### config.mk
export PLATFORM = sky130hd
export DESIGN_NAME = bconv_layer_sched
export DESIGN_NICKNAME = d
export VERILOG_FILES = /design/src/rtl/bconv_layer_sched.sv
export SDC_FILE = /design/constraint.sdc
export NUM_CORES = 1
export LEC_CHECK = 0
export BUFFER_PORTS_ARGS = -buffer_cell sky130_fd_sc_hd__clkbuf_2
export CORE_MARGIN = 5
export CORE_UTILIZATION = 35
export CTS_BUF_LIST = sky130_fd_sc_hd__clkbuf_8
export DETAILED_ROUTE_END_ITERATION = 6
export PLACE_DENSITY = 0.59
export SLEW_MARGIN = 20
export SYNTH_ARGS = -nofsm -noshare
export SYNTH_HDL_FRONTEND = slang
export SYNTH_SLANG_ARGS = --single-unit
### constraint.sdc
create_clock -name clk -period 2.8 [get_ports clk]
set_input_delay 0.14 -clock clk [delete_from_list [all_inputs] [get_ports clk]]
set_output_delay 0.14 -clock clk [all_outputs]
set_load 0.01 [all_outputs]
### src/rtl/bconv_layer_sched.sv
// rtl/bconv_layer_sched.sv - layer/channel sequencer for the binary 3x3 conv engine and line buffer
module bconv_layer_sched #(
    parameter int NCH_L0   = 6,
    parameter int NCH_L1   = 16,
    parameter int WADDR_W  = 10,
    parameter int WIN_LEAD = 1,
    parameter int TIMEOUT  = 4095
) (
    input  logic               clk,
    input  logic               rstn,
    input  logic               i_go,
    input  logic               i_abort,
    output logic               o_wmem_rd,
    output logic [WADDR_W-1:0] o_wmem_addr,
    input  logic               i_wmem_data,
    output logic               o_weight_en,
    output logic               o_weight,
    output logic               o_win_start,
    output logic               o_conv_start,
    output logic               o_layer_sel,
    input  logic               i_conv_ovalid,
    input  logic               i_conv_done,
    output logic               o_busy,
    output logic [4:0]         o_ch_idx,
    output logic               o_all_done,
    output logic [7:0]         o_err_cnt,
    output logic               o_timeout_err
);

    localparam int TMO_W = $clog2(TIMEOUT + 1);

    typedef enum logic [2:0] {
        S_IDLE,
        S_LOADW,
        S_ARM,
        S_RUN,
        S_NEXT,
        S_DONE
    } state_t;

    state_t             r_state;
    logic [3:0]         r_j;
    logic [3:0]         r_lead;
    logic [TMO_W-1:0]   r_tmo;
    logic [9:0]         r_ovcnt;
    logic [4:0]         r_ch;
    logic               r_layer;
    logic               r_fin;
    logic [7:0]         r_err;
    logic               r_timeout_err;
    logic               r_wmem_rd;
    logic [WADDR_W-1:0] r_wmem_addr;
    logic               r_weight_en;
    logic               r_wvalid;
    logic               r_win_start;
    logic               r_conv_start;
    logic               r_all_done;

    logic [9:0]         w_ovcnt_nxt;
    logic [9:0]         w_ov_exp;
    logic [4:0]         w_ch_last;
    logic [WADDR_W-1:0] w_base;
    logic [7:0]         w_err_inc;

    // The ovalid arriving together with conv_done belongs to this channel, so the check uses the incremented count.
    assign w_ovcnt_nxt = r_ovcnt + {9'd0, i_conv_ovalid};
    assign w_ov_exp    = r_layer ? 10'd100 : 10'd676;
    assign w_ch_last   = r_layer ? 5'(NCH_L1 - 1) : 5'(NCH_L0 - 1);
    assign w_base      = r_layer ? WADDR_W'(NCH_L0 * 9 + int'(r_ch) * 9) : WADDR_W'(int'(r_ch) * 9);
    assign w_err_inc   = (r_err == 8'hFF) ? r_err : r_err + 8'd1;

    // Weight memory has one cycle of read latency; r_wvalid marks the cycles whose data answers our own read.
    assign o_weight      = r_wvalid & i_wmem_data;
    assign o_wmem_rd     = r_wmem_rd;
    assign o_wmem_addr   = r_wmem_addr;
    assign o_weight_en   = r_weight_en;
    assign o_win_start   = r_win_start;
    assign o_conv_start  = r_conv_start;
    assign o_layer_sel   = r_layer;
    assign o_busy        = (r_state != S_IDLE);
    assign o_ch_idx      = r_ch;
    assign o_all_done    = r_all_done;
    assign o_err_cnt     = r_err;
    assign o_timeout_err = r_timeout_err;

    // Sequencer: state, counters and all registered strobes/enables.
    always_ff @(posedge clk or negedge rstn) begin
        if (!rstn) begin
            r_state       <= S_IDLE;
            r_j           <= '0;
            r_lead        <= '0;
            r_tmo         <= '0;
            r_ovcnt       <= '0;
            r_ch          <= '0;
            r_layer       <= 1'b0;
            r_fin         <= 1'b0;
            r_err         <= '0;
            r_timeout_err <= 1'b0;
            r_wmem_rd     <= 1'b0;
            r_wmem_addr   <= '0;
            r_weight_en   <= 1'b0;
            r_wvalid      <= 1'b0;
            r_win_start   <= 1'b0;
            r_conv_start  <= 1'b0;
            r_all_done    <= 1'b0;
        end else begin
            r_all_done <= 1'b0;
            r_wvalid   <= r_wmem_rd;
            if (i_abort) begin
                r_state      <= S_IDLE;
                r_wmem_rd    <= 1'b0;
                r_weight_en  <= 1'b0;
                r_wvalid     <= 1'b0;
                r_win_start  <= 1'b0;
                r_conv_start <= 1'b0;
                r_fin        <= 1'b0;
            end else begin
                case (r_state)
                    S_IDLE: begin
                        if (i_go) begin
                            r_state       <= S_LOADW;
                            r_j           <= '0;
                            r_ch          <= '0;
                            r_layer       <= 1'b0;
                            r_fin         <= 1'b0;
                            r_timeout_err <= 1'b0;
                            r_wmem_rd     <= 1'b1;
                            r_wmem_addr   <= '0;
                            r_weight_en   <= 1'b1;
                        end
                    end
                    S_LOADW: begin
                        if (r_j == 4'd9) begin
                            // Dropping weight_en here lets the engine clear its weight address counter.
                            r_weight_en <= 1'b0;
                            r_win_start <= 1'b1;
                            if (WIN_LEAD == 0) begin
                                r_state      <= S_RUN;
                                r_conv_start <= 1'b1;
                                r_ovcnt      <= '0;
                                r_tmo        <= '0;
                            end else begin
                                r_state <= S_ARM;
                                r_lead  <= '0;
                            end
                        end else begin
                            r_j       <= r_j + 4'd1;
                            r_wmem_rd <= (r_j < 4'd8);
                            if (r_j < 4'd8) begin
                                r_wmem_addr <= r_wmem_addr + WADDR_W'(1);
                            end
                        end
                    end
                    S_ARM: begin
                        if (r_lead == 4'(WIN_LEAD - 1)) begin
                            r_state      <= S_RUN;
                            r_conv_start <= 1'b1;
                            r_ovcnt      <= '0;
                            r_tmo        <= '0;
                        end else begin
                            r_lead <= r_lead + 4'd1;
                        end
                    end
                    S_RUN: begin
                        r_ovcnt <= w_ovcnt_nxt;
                        if (i_conv_done) begin
                            if (w_ovcnt_nxt != w_ov_exp) begin
                                r_err <= w_err_inc;
                            end
                            r_state      <= S_NEXT;
                            r_win_start  <= 1'b0;
                            r_conv_start <= 1'b0;
                            // Channel/layer advance becomes visible in NEXT, while every enable is low.
                            if (r_ch == w_ch_last) begin
                                r_ch <= '0;
                                if (r_layer) begin
                                    r_layer <= 1'b0;
                                    r_fin   <= 1'b1;
                                end else begin
                                    r_layer <= 1'b1;
                                end
                            end else begin
                                r_ch <= r_ch + 5'd1;
                            end
                        end else if (r_tmo == TMO_W'(TIMEOUT - 1)) begin
                            r_err         <= w_err_inc;
                            r_timeout_err <= 1'b1;
                            r_state       <= S_IDLE;
                            r_win_start   <= 1'b0;
                            r_conv_start  <= 1'b0;
                        end else begin
                            r_tmo <= r_tmo + TMO_W'(1);
                        end
                    end
                    S_NEXT: begin
                        if (r_fin) begin
                            r_state    <= S_DONE;
                            r_fin      <= 1'b0;
                            r_all_done <= 1'b1;
                        end else begin
                            r_state     <= S_LOADW;
                            r_j         <= '0;
                            r_wmem_rd   <= 1'b1;
                            r_wmem_addr <= w_base;
                            r_weight_en <= 1'b1;
                        end
                    end
                    S_DONE: begin
                        r_state <= S_IDLE;
                    end
                    default: begin
                        r_state <= S_IDLE;
                    end
                endcase
            end
        end
    end

endmodule

==> results of run 1 <==
-- sequential cells by signal, summed over array words and instances, names as in the netlist --
signal and count:
o_conv_start 1, o_timeout_err 1, r_state 3, r_fin 1, o_err_cnt 8, r_j 4, o_wmem_rd 1, o_weight_en 1
o_layer_sel 1, r_lead 4, o_all_done 1, r_tmo 12, o_win_start 1, o_ch_idx 5, r_ovcnt 10, o_wmem_addr 10
r_wvalid 1
-- routing by layer --
layer	global-route usage	wire, um
met1	0.1898	4467
met2	0.2387	4466
met3	0.03938	427
met4	0.04740	172
met5	0	0
-- cells in the mapped netlist, drive strengths merged (2+ instances only) --
cell type  instances  area share
or3                6      0.0094
nor3              10       0.013
nor2              37       0.036
and2               5      0.0079
nand3             17       0.021
mux2               2      0.0066
a22o               4      0.0088
nor3b              8       0.021
inv               13       0.012
o31ai              9       0.017
xnor2             14       0.031
nand4             11       0.017
ha                17       0.054
o211ai             3      0.0057
a21o               4      0.0076
a31oi              5       0.012
o21ai             51       0.064
o41ai              3      0.0066
a21oi             34       0.046
o22ai              3      0.0047
and4               3      0.0066
nor2b              8       0.013
xor2              12       0.026
a32o               4       0.010
nand2b             3      0.0066
buf                8       0.012
dfrtp             65        0.41
nand2             47       0.046
clkbuf             8      0.0076
nand3b             3      0.0057
and3              10       0.016
-- final timing paths --
| kind | startpoint | endpoint | slack, ps | depth (start not counted) |
|---|---|---|---|---|
| setup / recovery | o_ch_idx[4] | o_wmem_addr[6] | 260 | 8 |
| hold / removal | i_conv_done | r_state[2] | 160 | 3 |
| setup reg to reg | o_ch_idx[4] | o_wmem_addr[6] | 260 | 8 |
| hold reg to reg | o_err_cnt[4] | o_err_cnt[4] | 490 | 1 |
| max in group asynchronous | rstn | o_err_cnt[3] | 1620 | 3 |
| min in group asynchronous | rstn | r_fin | 430 | 2 |
-- layout make-up --
class	count	area (um2)	area share
multi-input combinational	349	2222	0.4790
sequential	65	1627	0.3506
timing repair buffer	52	297.8	0.06419
tap	143	178.9	0.03857
clock inverter	7	141.4	0.03047
clock buffer	9	123.9	0.02670
inverter	13	48.80	0.01052
-- worst min-delay path, cell delays in order --
cell	delay [ps]
clkbuf_2	180
nand2_1	90
a21oi_1	60
-- kinds of logic (layout without fill, tap and decap cells) --
logic type | after synthesis | after routing | share of synthesized area
AOI/OAI and AO/OA | 131 | 131 | 0.2106
xor gates and xnor gates | 26 | 26 | 0.05729
adders and majority gates | 18 | 18 | 0.05854
buffers and inverters | 29 | 81 | 0.03179
DFF | 65 | 65 | 0.4092
muxes | 2 | 2 | 0.006609
and+or+nand+nor | 172 | 172 | 0.2260
-- timing repair --
item,CTS,global route
hold buffers,1,0
setup buffers,0,0
endpoints found under the hold margin,34,0
-- report_power, final --
part           switching [mW]  internal, mW
Sequential              0.184          1.07
Clock                   0.388         0.683
Combinational           0.620         0.415
Total                    1.19          2.16
-- stage by stage --
stage               power (mW)  utilization
finish                   3.356       0.4116
global placement         2.285       0.3872
floorplan                1.934            -
global route             3.579       0.4116
CTS                      3.406       0.4116
detailed placement       2.314       0.3872
==> flow_summary.yaml, run 1 <==
worst_setup_path:
  cp_num_buf_inv: 0
  worstPathRequired_ps: 3050
  end_kind: "register"
  cp_max_fo: 7
  cp_slowest_cell: "fa_1"
  crit_chain: "ha_1 > ha_1 > fa_1 > nor2_1 > a21boi_0 > xor2_1 > a21oi_1 > o21ai_0"
  cpPeakStageDelay_ps: 550
  cp.arrival_ps: 2800
  cpMostUsedCell: "ha_1"
  worstSetupStartpointType: "register"
  crit_family: "adder cells"
  path_class: "register to register"
detailed_routing:
  vias: 3459
  avgRoutedWirePerCell_um: 14.94
  drc_errors: 0
  viasPerCell: 5.422
  drt-total-wl_um: 9534
  drt_iter0_markers: 231
  antenna_left: 0
  drt_pre_antenna_iters: 4
layout:
  fin_cells: 638
  diodes: 0
  areaGrowthSynthToFinish_pct: 16.71
  final_cell_area_um2: 4639
  final_common_cell: "dfrtp_1"
  final_nets: 515
  drive_gt1_frac: 0.1636
  final_cell_mix: "dfrtp_1, nand2_1, o21ai_0"
  layout.filler_cells: 1135
sta:
  fin_skew_ps: 8.533
  timing.hold.ws_ps: 161.7
  hold_viol: 0
  slew-limit-headroom: 0.4490
  worst_slew_pin_slew_ps: 826.5
  finalSetupTns_ps: 0
  period_minus_slack_ps: 2543
  fin_crit_sh: 0.9084
  setup_viol: 0
  rsz0062_at_grt: "no"
  drv_slew: 0
  finalWorstSetupSlack_ps: 256.6
  clock.fmax_mhz: 393.2
grt:
  track_usage: 0.1465
  antenna_found_initial: 0
  grt_pass1_wl_um: 15880
  grt_overflow: 0
  grt_pass1_vias: 3323
  grt_max_degree: 37
place:
  io_buffers: 38
  dp_slack_ps: 309.7
  placed_area_um2: 4364
  place_congestion: 0.8406
  dp_cells: 621
  dpl.hpwl_um: 6938
yosys:
  synth_area_um2: 3975
  synth.distinct_cells: 57
  syn-num-nets: 468
  seq_area_frac_synth: 0.4092
  ys_ff_latch: 65
  synth_enable_flop_cells: 0
  yosys_warnings: 0
  synth_ff_type: "dfrtp_1"
  synthArstFlopShare: 1.000
  syn-instance-count: 443
  postSynthAreaPerCell_um2: 8.973
status:
  outcome: "complete, no violations"
floorplanning:
  coreArea_um2: 11270
  die_w_um: 116.6
  boundaryPins: 39
  die-area_um2: 13590
  start_util: 0.3526
  die_h_um: 116.6
  num_rows: 39
cts:
  insertion_delay_ps: 350
  clkSinkCount: 65
  cts.htree.levels: 3
  cts_buffers: 9
  cts_tree: "yes"
  clockBufferDepth: 2
  clk_pin_slew_ps: 70
  cts_resized: 0
  root_buffer: "clkbuf_8"
power:
  ir_drop_v: 0.0003536
  p_leak_nw: 2.110
  pwr_density_cell_nw_per_um2: 723.4
hold_path:
  hold_class: "input port to register"
job:
  max_cap_viol_count: 0
Power figures use the tool's default switching activity.
==> inputs of run 2 (changes only) <==
--- a/config.mk
+++ b/config.mk
@@ -7,10 +7,10 @@
 export LEC_CHECK = 0
 export BUFFER_PORTS_ARGS = -buffer_cell sky130_fd_sc_hd__clkbuf_2
 export CORE_MARGIN = 5
-export CORE_UTILIZATION = 35
+export CORE_UTILIZATION = 55
 export CTS_BUF_LIST = sky130_fd_sc_hd__clkbuf_8
 export DETAILED_ROUTE_END_ITERATION = 6
-export PLACE_DENSITY = 0.59
+export PLACE_DENSITY = 0.85
 export SLEW_MARGIN = 20
 export SYNTH_ARGS = -nofsm -noshare
 export SYNTH_HDL_FRONTEND = slang
==> constraint.sdc (replaced) <==
create_clock -name clk -period 2.3 [get_ports clk]
set_input_delay 0.115 -clock clk [delete_from_list [all_inputs] [get_ports clk]]
set_output_delay 0.115 -clock clk [all_outputs]
set_load 0.01 [all_outputs]
==> flow_summary.yaml, run 2 (synthesized netlist as in run 1, its figures left out) <==
sta:
  setup_viol: 0
  slew-limit-headroom: 0.5598
  finalSetupTns_ps: 0
  period_minus_slack_ps: 2256
  fin_skew_ps: 9.029
  worst_slew_pin_slew_ps: 660.3
  clock.fmax_mhz: 443.3
  finalWorstSetupSlack_ps: 44.30
  rsz0062_at_grt: "yes"
  drv_slew: 0
  fin_crit_sh: 0.9807
  timing.hold.ws_ps: 144.7
  hold_viol: 0
layout:
  utilization: 0.6609
  multi_input_area_um2: 2273
  final_cell_area_um2: 4717
  areaGrowthSynthToFinish_pct: 18.67
  final_cell_mix: "dfrtp_1, nand2_1, o21ai_0"
  largest_reg_flops: 12
  fin_cells: 606
  seq_area_um2: 1627
  drive_gt1_frac: 0.2032
  diodes: 0
  top_register: "r_tmo"
  final_common_cell: "dfrtp_1"
  layout.filler_cells: 597
  final_nets: 527
grt:
  track_usage: 0.2170
  antenna_found_initial: 0
  grt_overflow: 0
  grt_pass1_wl_um: 15520
  grt_pass1_vias: 3399
  grt_max_degree: 43
detailed_routing:
  vias: 3630
  viasPerCell: 5.990
  drt-total-wl_um: 9422
  antenna_left: 0
  drt_iter0_markers: 371
  drc_errors: 0
  avgRoutedWirePerCell_um: 15.55
  drt_pre_antenna_iters: 5
worst_setup_path:
  cp.arrival_ps: 2530
  cp_slowest_cell: "fa_2"
  worstSetupStartpointType: "register"
  cpMostUsedCell: "o21ai_1"
  crit_family: "adder cells"
  crit-reg2reg-launch: "o_ch_idx[1]"
  startpoint: "o_ch_idx[1]"
  cpPeakStageDelay_ps: 610
  end_kind: "register"
  cp_max_fo: 3
  rr_endpoint: "o_wmem_addr[8]"
  crit_chain: "ha_1 > ha_2 > fa_2 > nor2_2 > a21boi_2 > nand4b_1 > o21ai_1 > o21ai_1 > nand2_1"
  r2r_slack_ps: 40
  worstPathRequired_ps: 2580
  cp_num_buf_inv: 0
  path_depth: 9
  path_class: "register to register"
  r2r_cells: 9
  crit_end: "o_wmem_addr[8]"
place:
  dp_cells: 588
  io_buffers: 38
  placed_area_um2: 4404
  dp_slack_ps: 4.763
  dpl.hpwl_um: 6877
  place_congestion: 0.8463
job:
  max_cap_viol_count: 0
cts:
  clockBufferDepth: 2
  cts.htree.levels: 3
  insertion_delay_ps: 340
  cts_tree: "yes"
  clkSinkCount: 65
  cts_buffers: 9
  clk_pin_slew_ps: 70
  root_buffer: "clkbuf_8"
hold_path:
  hold_class: "input port to register"
floorplanning:
  num_rows: 31
  start_util: 0.5570
  boundaryPins: 39
  die_w_um: 95.02
  coreArea_um2: 7137
  die_h_um: 95.02
  die-area_um2: 9028
power:
  seqPwrFrac: 0.369
  finalPower_mw: 4.050
  p_leak_nw: 2.164
  switching_share: 0.3550
  power.net_switching_mw: 1.438
  pwr_density_cell_nw_per_um2: 858.6
  ir_drop_v: 0.0004141
  pwr-share-comb: 0.340
  p_int_mw: 2.612
  p_clk_frac: 0.291
status:
  outcome: "complete, no violations"
==> run 2: cell count changes in the layout (fill, tap and decap cells not counted), moves of 2 or more <==
cell / previous run / this run
nor2_2: 1 / 4
buf_4: 13 / 24
ha_1: 17 / 15
ha_2: 0 / 2
o21ai_0: 45 / 43
o21ai_1: 6 / 8
nor2_1: 36 / 33
==> run 2: power by group through the flow <==
stage / registers, mW / clock network, mW / logic, mW
final: 1.50 / 1.18 / 1.38
after global routing: 1.53 / 1.25 / 1.52
after CTS: 1.49 / 1.19 / 1.36
after detailed placement: 1.51 / 0 / 1.35
after global placement: 1.50 / 0 / 1.30
after floorplan: 1.50 / 0 / 0.852
==> run 2: what timing repair did <==
action	4_1_cts	5_1_grt
pin swaps	0	3
buffers inserted	0	1
setup endpoints to repair	2	15
gates resized for setup	3	12
hold buffers	1	0
endpoints found under the hold margin	23	0
==> run 2: worst min-delay path by stage <==
stage                           start     endpoint  slack (ps)  depth (start not counted)
final                     i_conv_done   r_state[2]         140                          3
after global routing      i_conv_done   r_state[2]         150                          3
after CTS                 i_conv_done   r_state[2]         130                          3
after detailed placement         rstn  o_ch_idx[3]         180                          1
after global placement           rstn  o_ch_idx[0]         170                          1
after floorplan                  rstn   o_all_done        -180                          0
==> run 2: cell type report <==
type	count	area share
Timing Repair Buffer	64	0.08488
Clock inverter	6	0.02255
Inverter	13	0.01034
Clock buffer	10	0.02918
Sequential cell	65	0.3448
Tap cell	99	0.02626
Multi-Input combinational cell	349	0.4820
==> run 2: routing by layer <==
metal / wire (um) / GRT usage / up-vias
met4: 112 / 0.06130 / 0
met5: 0 / 0 / -
met1: 4058 / 0.2778 / 1786
li1: - / - / 1732
met3: 481 / 0.04893 / 10
met2: 4771 / 0.3693 / 102
==> run 2: worst register-to-register path: stages, from the launching register on <==
cell	delay, ps
dfrtp_1	380
ha_1	300
ha_2	210
fa_2	610
nor2_2	60
a21boi_2	180
nand4b_1	120
o21ai_1	150
o21ai_1	90
nand2_1	90
